[config.mk]
export PLATFORM = sky130hd
export DESIGN_NAME = uart_tx_mmio
export DESIGN_NICKNAME = d
export VERILOG_FILES = /design/src/rtl/uart_pkg.sv /design/src/rtl/uart_tx_mmio_fifo.sv /design/src/rtl/uart_tx_mmio.sv
export SDC_FILE = /design/constraint.sdc
export NUM_CORES = 1
export LEC_CHECK = 0
export CAP_MARGIN = 10
export CORE_MARGIN = 5
export CORE_UTILIZATION = 40
export CTS_CLUSTER_DIAMETER = 30
export DETAILED_ROUTE_END_ITERATION = 16
export PLACE_DENSITY = 0.68
export SLEW_MARGIN = 20
export SYNTH_ARGS = -nofsm -noshare
export SYNTH_HDL_FRONTEND = slang
export SYNTH_SLANG_ARGS = --single-unit
[constraint.sdc]
create_clock -name clk -period 4.05 [get_ports clk]
set_clock_uncertainty 0.15 [all_clocks]
set_input_delay 0.6075 -clock clk [delete_from_list [all_inputs] [get_ports clk]]
set_output_delay 0.6075 -clock clk [all_outputs]
set_load 0.01 [all_outputs]
[src/rtl/uart_pkg.sv]
// Shared definitions for the memory-mapped UART transmitter: FSM states,
// register offsets and STATUS word layout.
package uart_pkg;

    typedef enum logic [2:0] {
        IDLE   = 3'd0,
        START  = 3'd1,
        DATA   = 3'd2,
        STOP   = 3'd3,
        PARITY = 3'd4
    } tx_state_e;

    localparam logic [29:0] DATA_OFS = 30'd0;
    localparam logic [29:0] STAT_OFS = 30'd1;

    localparam int STAT_BUSY      = 0;
    localparam int STAT_FULL      = 1;
    localparam int STAT_OVERFLOW  = 2;
    localparam int STAT_PARITY    = 3;
    localparam int STAT_COUNT_LSB = 8;

    function automatic logic [31:0] pack_status(
        input logic       busy,
        input logic       full,
        input logic       overflow,
        input logic       parity_en,
        input logic [4:0] count
    );
        logic [31:0] s;
        s                          = '0;
        s[STAT_BUSY]               = busy;
        s[STAT_FULL]               = full;
        s[STAT_OVERFLOW]           = overflow;
        s[STAT_PARITY]             = parity_en;
        s[STAT_COUNT_LSB +: 5]     = count;
        return s;
    endfunction

endpackage

[src/rtl/uart_tx_mmio_fifo.sv]
// Small synchronous FIFO; outputs come straight from registered state, so a
// pop sees the head entry in the same cycle.
module sync_fifo #(
    parameter int WIDTH = 8,
    parameter int DEPTH = 4,
    localparam int AW   = $clog2(DEPTH),
    localparam int CW   = AW + 1
) (
    input  logic             clk,
    input  logic             reset,
    input  logic             push,
    input  logic             pop,
    input  logic [WIDTH-1:0] din,
    output logic [WIDTH-1:0] dout,
    output logic             full,
    output logic             empty,
    output logic [CW-1:0]    count
);

    logic [WIDTH-1:0] mem_q [DEPTH];
    logic [AW-1:0]    wr_ptr_q, wr_ptr_d;
    logic [AW-1:0]    rd_ptr_q, rd_ptr_d;
    logic [CW-1:0]    count_q, count_d;
    logic             do_push, do_pop;

    assign full    = (count_q == CW'(DEPTH));
    assign empty   = (count_q == '0);
    assign count   = count_q;
    assign dout    = mem_q[rd_ptr_q];
    // A push into a full FIFO is still legal when the head leaves in the same cycle.
    assign do_push = push & (~full | pop);
    assign do_pop  = pop & ~empty;

    always_comb begin
        wr_ptr_d = wr_ptr_q;
        rd_ptr_d = rd_ptr_q;
        count_d  = count_q;
        if (do_push) wr_ptr_d = wr_ptr_q + AW'(1);
        if (do_pop)  rd_ptr_d = rd_ptr_q + AW'(1);
        case ({do_push, do_pop})
            2'b10:   count_d = count_q + CW'(1);
            2'b01:   count_d = count_q - CW'(1);
            default: count_d = count_q;
        endcase
    end

    always_ff @(posedge clk) begin
        if (reset) begin
            wr_ptr_q <= '0;
            rd_ptr_q <= '0;
            count_q  <= '0;
        end else begin
            wr_ptr_q <= wr_ptr_d;
            rd_ptr_q <= rd_ptr_d;
            count_q  <= count_d;
        end
    end

    generate
        for (genvar gi = 0; gi < DEPTH; gi++) begin : g_entry
            always_ff @(posedge clk) begin
                if (do_push && (wr_ptr_q == AW'(gi))) begin
                    mem_q[gi] <= din;
                end
            end
        end
    endgenerate

endmodule

[src/rtl/uart_tx_mmio.sv]
// Memory-mapped UART transmitter: DATA/STATUS registers, byte FIFO, 8N1 serialiser.
// Define UART_TX_PARITY_EN to insert an even-parity bit before the stop bit.
module uart_tx_mmio
    import uart_pkg::*;
#(
    parameter logic [29:0] BASE_ADDR  = 30'h0400_0000,
    parameter int          CLK_DIV    = 104,
    parameter int          FIFO_DEPTH = 4
) (
    input  logic        clk,
    input  logic        reset,
    input  logic [29:0] addr,
    input  logic [31:0] wdata,
    input  logic [3:0]  we,
    input  logic        re,
    output logic [31:0] rdata,
    output logic        tx
);

    localparam int          CW          = $clog2(FIFO_DEPTH) + 1;
    localparam logic [15:0] BAUD_RELOAD = 16'(CLK_DIV - 1);
`ifdef UART_TX_PARITY_EN
    localparam logic        PARITY_FLAG = 1'b1;
`else
    localparam logic        PARITY_FLAG = 1'b0;
`endif

    logic          sel_data, sel_stat, stat_rd;
    logic          push_req, push_ok, pop;
    logic [7:0]    fifo_dout;
    logic          fifo_full, fifo_empty;
    logic [CW-1:0] fifo_count;
    logic          busy;
    logic [31:0]   status;
    logic          unused_bits;

    tx_state_e     state_q, state_d;
    logic [7:0]    shift_q, shift_d;
    logic [2:0]    bit_idx_q, bit_idx_d;
    logic [15:0]   baud_q, baud_d;
    logic          tx_q, tx_d;
    logic          ovf_q, ovf_d;
    logic [31:0]   rdata_q, rdata_d;
`ifdef UART_TX_PARITY_EN
    logic          parity_q, parity_d;
`endif

    assign sel_data    = (addr == BASE_ADDR + DATA_OFS);
    assign sel_stat    = (addr == BASE_ADDR + STAT_OFS);
    assign stat_rd     = re & sel_stat;
    assign push_req    = sel_data & we[0];
    assign push_ok     = push_req & (~fifo_full | pop);
    assign busy        = (state_q != IDLE) | ~fifo_empty;
    assign status      = pack_status(busy, fifo_full, ovf_q, PARITY_FLAG, 5'(fifo_count));
    assign rdata       = rdata_q;
    assign tx          = tx_q;
    // Only the low byte lane carries data; the upper lanes are accepted and ignored.
    assign unused_bits = ^{wdata[31:8], we[3:1]};

    sync_fifo #(
        .WIDTH (8),
        .DEPTH (FIFO_DEPTH)
    ) u_fifo (
        .clk   (clk),
        .reset (reset),
        .push  (push_ok),
        .pop   (pop),
        .din   (wdata[7:0]),
        .dout  (fifo_dout),
        .full  (fifo_full),
        .empty (fifo_empty),
        .count (fifo_count)
    );

    always_comb begin
        ovf_d   = ovf_q;
        rdata_d = '0;
        if (stat_rd) begin
            rdata_d = status;
            ovf_d   = 1'b0;
        end
        // A dropped byte in the same cycle as a STATUS read keeps the flag set.
        if (push_req && !push_ok) ovf_d = 1'b1;
    end

    always_comb begin
        state_d   = state_q;
        shift_d   = shift_q;
        bit_idx_d = bit_idx_q;
        baud_d    = baud_q;
        tx_d      = tx_q;
        pop       = 1'b0;
`ifdef UART_TX_PARITY_EN
        parity_d  = parity_q;
`endif
        if (state_q == IDLE) begin
            tx_d = 1'b1;
            if (!fifo_empty) begin
                pop       = 1'b1;
                shift_d   = fifo_dout;
                bit_idx_d = 3'd0;
                baud_d    = BAUD_RELOAD;
                tx_d      = 1'b0;
                state_d   = START;
`ifdef UART_TX_PARITY_EN
                parity_d  = ^fifo_dout;
`endif
            end
        end else if (baud_q != 16'd0) begin
            baud_d = baud_q - 16'd1;
        end else begin
            baud_d = BAUD_RELOAD;
            case (state_q)
                START: begin
                    tx_d    = shift_q[0];
                    state_d = DATA;
                end
                DATA: begin
                    if (bit_idx_q == 3'd7) begin
`ifdef UART_TX_PARITY_EN
                        tx_d    = parity_q;
                        state_d = PARITY;
`else
                        tx_d    = 1'b1;
                        state_d = STOP;
`endif
                    end else begin
                        shift_d   = shift_q >> 1;
                        tx_d      = shift_q[1];
                        bit_idx_d = bit_idx_q + 3'd1;
                    end
                end
                PARITY: begin
                    tx_d    = 1'b1;
                    state_d = STOP;
                end
                default: begin
                    tx_d    = 1'b1;
                    baud_d  = 16'd0;
                    state_d = IDLE;
                end
            endcase
        end
    end

    always_ff @(posedge clk) begin
        if (reset) begin
            state_q   <= IDLE;
            shift_q   <= '0;
            bit_idx_q <= '0;
            baud_q    <= '0;
            tx_q      <= 1'b1;
            ovf_q     <= 1'b0;
            rdata_q   <= '0;
`ifdef UART_TX_PARITY_EN
            parity_q  <= 1'b0;
`endif
        end else begin
            state_q   <= state_d;
            shift_q   <= shift_d;
            bit_idx_q <= bit_idx_d;
            baud_q    <= baud_d;
            tx_q      <= tx_d;
            ovf_q     <= ovf_d;
            rdata_q   <= rdata_d;
`ifdef UART_TX_PARITY_EN
            parity_q  <= parity_d;
`endif
        end
    end

endmodule
Word-level counts from Yosys, hierarchy flattened
Memories as Yosys holds them, arrays and structs flattened. A register that Yosys moved wholly into a read port is not among the register bits.
Cells that the tools add are included.
{"block": "totals", "ram_bits": 32, "input_bits": 69, "elab_cells": 113, "regBits": 71, "output_inout_bits": 33, "mem_count": 1}
{"name": "u_fifo.mem_q", "words": 4, "width": 8, "read_ports": 1, "rd_ports_with_merged_regs": 1, "wr": 1, "line": "uart_tx_mmio_fifo.sv:20", "source": "logic [WIDTH-1:0] mem_q [DEPTH];"}
{"block": "classes", "n_bitwise": 10, "n_eq_ne": 16, "add_sub_neg": 6, "n_reduce_logical": 21, "muxes": 48}
{"operator": "$mux 8", "count": 8}
{"operator": "$eq 30x27->1 const B", "count": 2}
{"operator": "$mux 16", "count": 3}
{"operator": "$mux 3", "count": 9}
{"operator": "$reduce_or 8->1", "count": 3}
{"operator": "$mux 1", "count": 19}
{"operator": "$reduce_bool 16->1", "count": 1}
{"operator": "$sub 16x1->16 const B", "count": 1}
{"operator": "$mux 2", "count": 5}
{"operator": "$eq 3x3->1 const B", "count": 3}
{"operator": "$pmux 3 s3", "count": 1}
{"operator": "$mux 7", "count": 1}
{"operator": "$add 3x1->3 const B", "count": 2}
{"operator": "$eq 2x2->1 const B", "count": 3}
{"operator": "$logic_not 3->1", "count": 2}
{"operator": "$ne 2x2->1 const B", "count": 3}
{"operator": "$pmux 3 s2", "count": 1}
{"operator": "$reduce_bool 2->1", "count": 3}
{"operator": "$and 1x1->1", "count": 5}
{"operator": "$logic_and 1x1->1", "count": 5}
{"operator": "$add 2x1->2 const B", "count": 2}
{"operator": "$eq 2x1->1 const B", "count": 2}
{"operator": "$reduce_and 4->1", "count": 1}
{"operator": "$eq 3x1->1 const B", "count": 1}
{"operator": "other kinds (12)", "count": 15}

Logic depth before layout (Yosys ltp)
{"block": "depth", "ltp_word": 13, "depth_mapped": 12, "depth_no_buf": 11}

By module
A second synthesis with hierarchy kept.
{"block": "unflattened", "hier_cells": 345, "hier_area_um2": 3721.1}
{"mod": "uart_tx_mmio", "seq_area_each_um2": 740.7, "area_per_inst_um2": 2075.7, "n_inst": 1, "cells_each": 249}
{"mod": "sync_fifo", "seq_area_each_um2": 1141.1, "area_per_inst_um2": 1645.3, "n_inst": 1, "cells_each": 96}

Worst setup path before layout
No wires, ideal clock.
{"block": "synth_path", "path_kind": "input-to-reg", "from": "input addr[24]", "to": "register u_fifo.count_q[2] (netlist: u_fifo.count[2])", "arrival_ns": 2.551, "required_time_ns": 3.829, "setup_time_ns": 0.071, "n_path_buf": 0, "stages": 10, "slack_ns": 1.278, "path_cell_list": "nor4b_1 -> nand4_1 -> nor4_2 -> inv_1 -> ha_1 -> inv_1 -> fa_1 -> xor2_1 -> or3_1 -> a21oi_1"}
{"block": "synth_between", "elab_chain_len": 6, "word_cells_on_any_way": 8, "cone_classes": "eq/ne: 3; mux: 1; bitwise: 3; reduce/logical: 1"}
{"element": "from (decl)", "line": "uart_tx_mmio.sv:12", "source": "input logic [29:0] addr,"}
{"element": "$eq 30x27->1 *", "line": "uart_tx_mmio.sv:48", "source": "assign sel_data = (addr == BASE_ADDR + DATA_OFS);"}
{"element": "$and 1x1->1 *", "line": "uart_tx_mmio.sv:51", "source": "assign push_req = sel_data & we[0];"}
{"element": "$and 1x1->1 *", "line": "uart_tx_mmio.sv:52", "source": "assign push_ok = push_req & (~fifo_full | pop);"}
{"element": "$and 1x1->1 *", "line": "uart_tx_mmio_fifo.sv:31", "source": "assign do_push = push & (~full | pop);"}
{"element": "$eq 2x1->1 / $eq 2x2->1 (equally long branches)", "line": "uart_tx_mmio_fifo.sv:40", "source": "case ({do_push, do_pop})"}
{"element": "$pmux 3 s2 / $reduce_bool 2->1 (equally long branches)"}
{"element": "to (signal assigned)", "line": "uart_tx_mmio_fifo.sv:55", "source": "count_q <= count_d;"}
{"element": "to (decl)", "line": "uart_tx_mmio_fifo.sv:23", "source": "logic [CW-1:0] count_q, count_d;"}
Every way passes the cells marked *; elsewhere a longest branch is shown, timed or not.
A chain may end at the register's enable or synchronous reset.

Worst setup path after layout
{"block": "layout_path", "from": "input addr[8]", "to": "register u_fifo.count_q[2] (netlist: u_fifo.count[2])"}
Same word-level chain as after synthesis.

==> impl_metrics.csv <==
group,metric,value,unit
sta,worst_pin_slew,0.799,ns
setup_path,regToRegStartpoint,"state_q[0]",
setup_path,cp_top_family,"simple AND/OR/NAND/NOR gates",
clocking,holdBufCountCts,0,
logic_synthesis,async_flop_share,0,%
pwr,power.density,596,nW/um^2
global_route,antenna_found_initial,0,
layout,seqCellArea,1880,sq um
setup_path,start_kind,"primary input",
layout,drive_gt1_share,11.0,%
setup_path,worstSetupPathType,"primary input to flop",
clocking,post_cts_buffers,0,
sta,hold_viol_final,0,
global_route,grt_pass1_vias,2537,
worst_hold_path,hold_path_depth,1,
routing,drc,0,
pwr,power,2650,uW
setup_path,cp_num_buf_inv,4,
floorplan,die_area,11400,sq um
run,drv_cap,0,
global_route,track_usage,13.3,%
setup_path,worstRegToRegCells,12,
logic_synthesis,synth_top_area_share,25.7,%
run_status,status,"finished, final reports clean",
logic_synthesis,ys.flop_type,"dfxtp_1",
logic_synthesis,synth-edff-count,32,
setup_path,critical_path_peak_fanout,7,
sta,slew-limit-headroom,46.5,%
layout,diodes,0,
setup_path,slowest_delay,0.41,ns
clocking,numCtsBuffers,9,
worst_hold_path,min_from,"ovf_q",
clocking,ctsResizeCount,0,
floorplan,core,9150,sq um
layout,synthToLayoutAreaGrowth,18.9,%
pwr,leakage,0.00163,uW
global_route,met2_usage,22.5,%
layout,fin_nets,467,
sta,setup_violations,0,
clocking,root_buffer,"clkbuf_8",
floorplan,die_w,107,microns
sta,post-route-period-util,71.2,%
floorplan,chipHeight,107,microns
placement,io_buffers,48,
worst_hold_path,worstHoldEndpoint,"rdata[2]",
logic_synthesis,muxShareOfSynthArea,7.24,%
logic_synthesis,synthSimpleGateAreaFrac,17.0,%
logic_synthesis,synthCells,332,
logic_synthesis,synth_cell_types,52,
logic_synthesis,synth_xor_area_share,1.17,%
clocking,clock_latency,0.35,ns
routing,first_pass_iters,4,
logic_synthesis,ys_ff_latch,78,
floorplan,start_util,40.8,%
setup_path,r2r-end,"u_fifo.count[2]",
global_route,grt_first_pass_wirelength,12.0,mm
routing,routed_wl,7.22,mm
logic_synthesis,synth_top_area_cell,"edfxtp_1",
logic_synthesis,synthAdderAreaFrac,4.56,%
logic_synthesis,netlist_area,3730,sq um
routing,vias,2596,
placement,gp_congestion,0.808,
routing,drt_iter0_markers,79,
setup_path,cp.arrival,3.01,ns
setup_path,cp_common_cell,"inv_1",
routing,wl_per_cell,14.4,microns
clocking,clk_pin_slew,0.08,ns
logic_synthesis,synth_top_family_by_area,"simple AND/OR/NAND/NOR gates",
logic_synthesis,synth_common_cells,"46 x dfxtp_1, 32 x edfxtp_1, 29 x nor2_1",
logic_synthesis,synth_compound_area_share,11.6,%
worst_hold_path,worstHoldPathType,"flop to flop",
sta,drv_slew,0,
global_route,overflow,0,
routing,via_per_inst,5.18,
sta,period_minus_slack,2.88,ns
global_route,grt_use_met1,16.1,%
layout,multi_input_area,1650,sq um
layout,fillCellCount,837,
clocking,cts_tree,"yes",
floorplan,rows,35,
pwr,ir_worst_vdd,0.294,mV
routing,drtAntennaViolNets,0,
sta,fmax,347,MHz
setup_path,crit_chain,"clkdlybuf4s50_1, nor4_1, nand4_1, nor4_2, buf_4, inv_1, ha_1, inv_1, fa_1, xor2_1, or3_1, a21oi_1",
clocking,cts-htree-levels,3,
clocking,cts_max_path_buffers,2,
global_route,grtUsageMet3,4.03,%
logic_synthesis,yosysMostFrequentCell,"dfxtp_1",
logic_synthesis,netlist_top_cells_area,"edfxtp_1 26%, dfxtp_1 25%, buf_4 5.2%",
placement,dp_hpwl,5.34,mm
floorplan,num_io_pins,102,
sta,fin_tns_setup,0,ns
global_route,grt_max_degree,27,
setup_path,cp_data_required_time,4.18,ns
logic_synthesis,ys_warn_count,0,
logic_synthesis,syn_avg_cell_area,11.2,sq um
logic_synthesis,synth_seq_area_share,50.4,%
setup_path,cp_slowest_cell,"clkdlybuf4s50_1",
sta,rsz0062_at_grt,"false",
setup_path,end_kind,"flop",
clocking,clock_sinks,78,
setup_path,r2r_slack,1.23,ns
global_route,grt_most_used_layer,"met2",
==> cell usage in the layout, fill, tap and decap left out, types with 3 or more instances in the layout <==
cell type / instances
mux4_2: 8
or4_1: 3
nor3_1: 9
nand2_1: 16
buf_4: 3
a31oi_1: 4
xor2_1: 3
and2_1: 10
clkdlybuf4s50_1: 48
clkbuf_8: 9
a32o_1: 5
ha_1: 12
a211oi_1: 8
nand2b_1: 4
dfxtp_1: 46
conb_1: 26
or3_1: 3
o221a_2: 3
inv_6: 3
nand3_1: 5
mux2i_1: 9
nor2_1: 29
o31ai_1: 4
o21ai_0: 12
inv_1: 16
a21oi_1: 16
nor4_1: 8
edfxtp_1: 32
==> report_power, final <==
part | internal, uW | leakage [uW] | switching (uW)
Sequential | 871 | 0.000659 | 75.9
Clock | 292 | 0.000105 | 300
Combinational | 406 | 0.000862 | 701
Total | 1570 | 0.00163 | 1080
==> cell families (layout without fill, tap and decap cells) <==
group,count (synthesis),in the layout
AOI/OAI and AO/OA,60,60
other,1,26
adders and majority gates,13,13
DFF,78,78
and+or+nand+nor,108,108
buffers and inverters,50,83
xor gates and xnor gates,5,5
muxes,17,17
==> per-layer routing <==
metal	share of wire, %	routed length (microns)
met5	0	0
met2	51	3680
met4	1.1	81
met1	44	3160
met3	4.0	290
==> stage by stage <==
stage | std cells | setup slack, ns | instance area [sq um] | util, % | hold slack, ns
2_1_floorplan | 357 | 1.28 | 3830 | - | 0.280
3_3_place_gp | 485 | 0.875 | 4240 | 46.3 | 0.301
3_5_place_dp | 485 | 0.799 | 4240 | 46.3 | 0.302
4_1_cts | 501 | 1.16 | 4440 | 48.5 | 0.321
5_1_grt | 501 | 0.930 | 4440 | 48.5 | 0.340
6_report | 501 | 1.17 | 4440 | 48.5 | 0.319
==> sequential cells by signal (all words and copies together), names as in the netlist, named ones only <==
register         count
u_fifo.wr_ptr_q      2
rdata                6
baud_q              16
tx                   1
ovf_q                1
state_q              2
u_fifo.mem_q        32
u_fifo.count         3
u_fifo.rd_ptr_q      2
bit_idx_q            3
shift_q              8
==> cell type report <==
type	count	area share, %
Sequential cell	78	42.4
Multi-Input combinational cell	229	37.2
Timing Repair Buffer	51	11.3
Tap cell	111	3.13
Clock buffer	9	2.79
Clock inverter	7	1.78
Inverter	16	1.35
==> worst register-to-register path, stage by stage, from the launching register on <==
cell and delay [ns]:
dfxtp_1 0.34, inv_1 0.08, ha_1 0.24, nor4b_1 0.43, nor4_2 0.10, buf_4 0.18, inv_1 0.06, ha_1 0.16
inv_1 0.06, fa_1 0.37, xor2_1 0.16, or3_1 0.30, a21oi_1 0.13
==> how the worst max path moves through the flow <==
stage	from	endpoint	slack (ns)	cells past startpoint
2_1_floorplan	addr[24]	u_fifo.count[2]	1.28	10
3_3_place_gp	addr[8]	u_fifo.count[2]	0.88	12
3_5_place_dp	addr[8]	u_fifo.count[2]	0.80	12
4_1_cts	addr[8]	u_fifo.count[2]	1.16	12
5_1_grt	addr[8]	u_fifo.count[2]	0.93	12
6_report	addr[8]	u_fifo.count[2]	1.17	12
Power figures use the tool's default switching activity.
